File: src/rtl/rename_free_list_ctrl.sv
// Physical-register free list for rename: circular FIFO of tags NUM_ARCH..NUM_PHYS-1, rebuilt on reset/flush.
// Optional FREELIST_BYPASS_EN: on an empty list a same-cycle release is forwarded straight to the allocator.
module rename_free_list_ctrl #(
    parameter int NUM_ARCH = 32,
    parameter int NUM_PHYS = 64,
    parameter int TAG_W    = 6
) (
    input  logic             clk,
    input  logic             reset,
    input  logic             flush,
    input  logic             alloc_req,
    output logic             alloc_grant,
    output logic [TAG_W-1:0] alloc_tag,
    input  logic             rel_valid,
    input  logic [TAG_W-1:0] rel_tag,
    output logic [TAG_W-1:0] free_count,
    output logic             ready,
    output logic             rel_err
);

    localparam int D  = NUM_PHYS - NUM_ARCH;
    localparam int PW = $clog2(D);

    localparam logic [0:0] ST_INIT = 1'b0;
    localparam logic [0:0] ST_RUN  = 1'b1;

    localparam logic [TAG_W-1:0] ARCH_TAG = TAG_W'(NUM_ARCH);
    localparam logic [TAG_W-1:0] FULL_CNT = TAG_W'(D);
    localparam logic [PW-1:0]    LAST_IDX = PW'(D - 1);

    logic [0:0]       state_q, state_d;
    logic [PW-1:0]    idx_q, idx_d;
    logic [PW-1:0]    head_q, head_d;
    logic [PW-1:0]    tail_q, tail_d;
    logic [TAG_W-1:0] count_q, count_d;
    logic             err_q, err_d;
    logic [TAG_W-1:0] mem_q [D];

    logic run, tag_ok, empty, full;
    logic grant_fifo, bypass, rel_accept, rel_drop;

    assign run    = (state_q == ST_RUN);
    assign tag_ok = (rel_tag >= ARCH_TAG);
    assign empty  = (count_q == '0);
    assign full   = (count_q == FULL_CNT);

    assign grant_fifo = run && !flush && alloc_req && !empty;

`ifdef FREELIST_BYPASS_EN
    assign bypass = run && !flush && empty && alloc_req && rel_valid && tag_ok;
`else
    assign bypass = 1'b0;
`endif

    // A release into a full list is still legal when a grant frees a slot the same cycle.
    assign rel_accept = run && !flush && rel_valid && tag_ok && (!full || grant_fifo) && !bypass;
    assign rel_drop   = run && !flush && rel_valid && !rel_accept && !bypass;

    always_comb begin
        alloc_tag = '0;
        if (bypass) begin
            alloc_tag = rel_tag;
        end else if (grant_fifo) begin
            alloc_tag = mem_q[head_q];
        end
    end

    assign alloc_grant = grant_fifo | bypass;
    assign ready       = run;
    assign free_count  = count_q;
    assign rel_err     = err_q;

    always_comb begin
        state_d = state_q;
        idx_d   = idx_q;
        head_d  = head_q;
        tail_d  = tail_q;
        count_d = count_q;
        err_d   = err_q;
        if (flush) begin
            state_d = ST_INIT;
            idx_d   = '0;
            head_d  = '0;
            tail_d  = '0;
            count_d = '0;
        end else if (state_q == ST_INIT) begin
            idx_d   = idx_q + 1'b1;
            count_d = count_q + 1'b1;
            if (idx_q == LAST_IDX) begin
                state_d = ST_RUN;
                head_d  = '0;
                tail_d  = '0;
            end
        end else begin
            head_d  = head_q + PW'(grant_fifo);
            tail_d  = tail_q + PW'(rel_accept);
            count_d = count_q + TAG_W'(rel_accept) - TAG_W'(grant_fifo);
            err_d   = err_q | rel_drop;
        end
    end

    always_ff @(posedge clk or posedge reset) begin
        if (reset) begin
            state_q <= ST_INIT;
            idx_q   <= '0;
            head_q  <= '0;
            tail_q  <= '0;
            count_q <= '0;
            err_q   <= 1'b0;
        end else begin
            state_q <= state_d;
            idx_q   <= idx_d;
            head_q  <= head_d;
            tail_q  <= tail_d;
            count_q <= count_d;
            err_q   <= err_d;
        end
    end

    // Storage is never reset: INIT rewrites every entry before RUN can read it.
    always_ff @(posedge clk) begin
        if (!flush) begin
            if (state_q == ST_INIT) begin
                mem_q[idx_q] <= ARCH_TAG + TAG_W'(idx_q);
            end else if (rel_accept) begin
                mem_q[tail_q] <= rel_tag;
            end
        end
    end

endmodule

File: config.mk
export PLATFORM = sky130hd
export DESIGN_NAME = rename_free_list_ctrl
export DESIGN_NICKNAME = d
export VERILOG_FILES = /design/src/rtl/rename_free_list_ctrl.sv
export SDC_FILE = /design/constraint.sdc
export NUM_CORES = 1
export LEC_CHECK = 0
export ABC_AREA = 1
export CELL_PAD_IN_SITES_DETAIL_PLACEMENT = 0
export CELL_PAD_IN_SITES_GLOBAL_PLACEMENT = 1
export CORE_ASPECT_RATIO = 2
export CORE_MARGIN = 3
export CORE_UTILIZATION = 53
export DETAILED_ROUTE_END_ITERATION = 8
export PLACE_DENSITY_LB_ADDON = 0.15
export SLEW_MARGIN = 15
export SYNTH_ARGS = -nofsm -noshare
export SYNTH_HDL_FRONTEND = slang
export SYNTH_SLANG_ARGS = --single-unit
File: constraint.sdc
create_clock -name clk -period 3.7 [get_ports clk]
set_clock_uncertainty 0.1 [all_clocks]
set_input_delay 0.74 -clock clk [delete_from_list [all_inputs] [get_ports clk]]
set_output_delay 0.74 -clock clk [all_outputs]
set_load 0.01 [all_outputs]
==> run_results.csv <==
group,metric,value,unit
cts,root_buffer,"clkbuf_16",
critical_path,start_kind,"register",
power_and_ir_drop,powerDensity,455,mW/mm2
timing,period_minus_slack,3510,ps
floorplanning,io_pins,26,
power_and_ir_drop,power,5.04,mW
synthesis,yosys_warnings,0,
grt,use_met2,46.0,%
grt,antenna_found_initial,0,
routing,drt-total-wl,22.6,mm
timing,holdWs,426,ps
synthesis,ys_seq_elements,215,
timing,fin_crit_sh,95.0,%
floorplanning,floorplan.initialDensity,54.1,%
timing,tightest_slew,977,ps
critical_path,cp.arrival,2670,ps
finish,drive_above_1_share,10.5,%
finish,nets,990,
power_and_ir_drop,power_frac_seq,53.2,%
synthesis,yosys.area_share.simple,23.8,%
timing,maxSlewViolCount,0,
cts,cts.sinks,215,
synthesis,synth-compound-area-share,3.80,%
finish,n_antenna_cell,0,
power_and_ir_drop,max-vdd-ir-drop,0.342,mV
routing,first_iter_violations,426,
routing,routedWlPerCell,19.0,um
cts,cts.path.max_buffers,3,
cts,cts-resized-gates,0,
synthesis,synth_edf_count,192,
placement,io_buffers,25,
grt,use_met3,2.55,%
placement,place_congestion,0.848,
grt,grt_pass1_vias,6851,
timing,setup_tns,0,ps
grt,grt_use_met1,25.2,%
status,status,"finished, final reports clean",
finish,multiInputGateArea,0.00307,mm2
routing,vias,6560,
floorplanning,die_area,0.0199,mm2
floorplanning,coreArea,0.0178,mm2
cts,cts-buffers-inserted,20,
cts,clkLatencyLatePin,500,ps
power_and_ir_drop,pwr-share-comb,3.8,%
cts,cts_tree,"yes",
synthesis,synth_adder_area_share,2.68,%
power_and_ir_drop,power_frac_clock,43.0,%
cts,post_cts_buffers,0,
power_and_ir_drop,p_leak,4.29,nW
finish,num-fill-cells,1452,
routing,viasPerCell,5.54,
synthesis,synth_top_family_by_area,"simple AND/OR/NAND/NOR gates",
cts,htreeDepth,1,
timing,fmax,285,MHz
min_path,worstHoldPathType,"register to register",
job,cap_violations,0,
synthesis,ys.flop_type,"edfxtp_1",
synthesis,netlist_instances,890,
routing,dr.pass1.iters,5,
synthesis,synthTopCellsByCount,"nand2_1 (253), edfxtp_1 (192), nand3_1 (139)",
synthesis,synth_xor_area_share,0.364,%
power_and_ir_drop,switching_share,20.3,%
finish,final-seq-area,0.00634,mm2
power_and_ir_drop,p_sw,1.02,mW
synthesis,synth_area_leader_cell,"edfxtp_1",
critical_path,critical_path_class,"register to primary output",
timing,relSlewSlack,34.8,%
timing,setup_viol,0,
timing,hold_violations,0,
synthesis,synth.distinct_cells,36,
routing,ant_nets,0,
finish,syn2layout_area_growth,15.2,%
synthesis,syn_avg_cell_area,10.8,um2
grt,grt_use_total,23.8,%
critical_path,path_max_fanout,8,
grt,busiest_layer,"met2",
synthesis,async_flop_share,10.7,%
cts,cts_hold_buf,0,
timing,fin_ws,186,ps
floorplanning,row_count,69,
routing,drc_errors,0,
placement,dp_hpwl,15.4,mm
timing,rsz0062_at_grt,"false",
grt,overflow,0,
grt,grt_pass1_wl,35.7,mm
floorplanning,die_x,101,um
synthesis,synth_top_area_share,60.0,%
synthesis,synth.area.mux_share,0,%
synthesis,netlist_area,0.00962,mm2
critical_path,crit_path_end_kind,"primary output",
cts,clk_pin_slew,60,ps
power_and_ir_drop,p_int,4.02,mW
synthesis,ys_seq_area_share,65.9,%
grt,grt_max_degree,55,
critical_path,cp_data_required_time,2860,ps
synthesis,synthTopCellsByArea,"edfxtp_1 (60%), nand2_1 (9.9%), nand3_1 (7.2%), dfrtp_1 (6.0%), nor2_1 (2.9%)",
synthesis,synth.most_common_cell,"nand2_1",
floorplanning,chipHeight,197,um
placement,place_ws,254,ps
==> flip-flops by register name, summed over array words and instances, names as in the netlist <==
name / cells
free_count: 6
tail_q: 5
mem_q: 192
idx_q: 5
head_q: 5
ready: 1
rel_err: 1
==> cells by family (layout without fill, tap and decap cells) <==
family                     after synthesis  count (layout)
and+or+nand+nor                        505             505
other                                    1              32
AOI/OAI and AO/OA                       62              62
buffers and inverters                   83             134
xor gates and xnor gates                 4               4
DFF                                    215             215
adders and majority gates               20              20
==> metal layers <==
layer	up-vias	share of wire (%)	wire [um]
met5	-	0	0
met4	0	4.1	930
met3	57	3.9	887
met2	166	58	13100
met1	3171	34	7660
li1	3166	-	-
==> final cells by class <==
class	instances	area share, %
clock buffers	23	4.99
clock inverters	12	1.39
inverters	43	1.48
multi-input cells	623	27.7
flip-flops and latches	215	57.3
well taps	213	2.41
repair buffers	56	4.77
==> critical path, cell delays in order (launching register included) <==
cell and delay (ps):
dfrtp_1 510, inv_1 110, ha_1 220, nand3_1 190, nand3_4 120, inv_1 270, nand2_1 110, nor2_1 100
clkdlybuf4s50_1 540
==> power by group through the flow <==
stage	Sequential (mW)	Clock (mW)	Combinational (mW)
floorplan	2.73	0	0.107
global placement	2.73	0	0.192
detailed placement	2.73	0	0.195
CTS	2.68	2.20	0.196
global route	2.68	2.31	0.217
finish	2.68	2.16	0.194
==> cell usage in the layout, fill, tap and decap left out, drive strengths merged <==
cell type / instances
nand2: 271
o22ai: 8
a21oi: 14
inv: 42
a32o: 2
clkbuf: 23
o21bai: 2
xor2: 2
o21a: 3
nand3: 146
nor2: 78
o311ai: 1
a22o: 1
and2: 6
conb: 32
o211ai: 6
dfrtp: 23
and3: 1
edfxtp: 192
ha: 19
clkinvlp: 4
buf: 31
nor3: 2
xnor2: 2
fa: 1
o21ai: 25
bufinv: 3
nand4: 1
clkdlybuf4s50: 25
clkinv: 6
==> metrics by stage <==
stage | instance area (um2) | instances | utilization, %
2_1_floorplan | 9730 | 921 | -
3_3_place_gp | 10400 | 1150 | 58.3
3_5_place_dp | 10400 | 1150 | 58.3
4_1_cts | 11100 | 1185 | 62.2
5_1_grt | 11100 | 1185 | 62.3
6_report | 11100 | 1185 | 62.3
==> path summary, 6_finish.rpt <==
check,startpoint,end,slack [ps],cells past startpoint
min in group asynchronous,reset,idx_q[2],680,2
max reg2reg,free_count[1],free_count[4],680,21
max in group asynchronous,reset,head_q[0],2160,2
min reg2reg,rel_err,rel_err,430,1
max,free_count[1],alloc_tag[4],190,8
min,rel_err,rel_err,430,1
(Power assumes the default switching activity.)
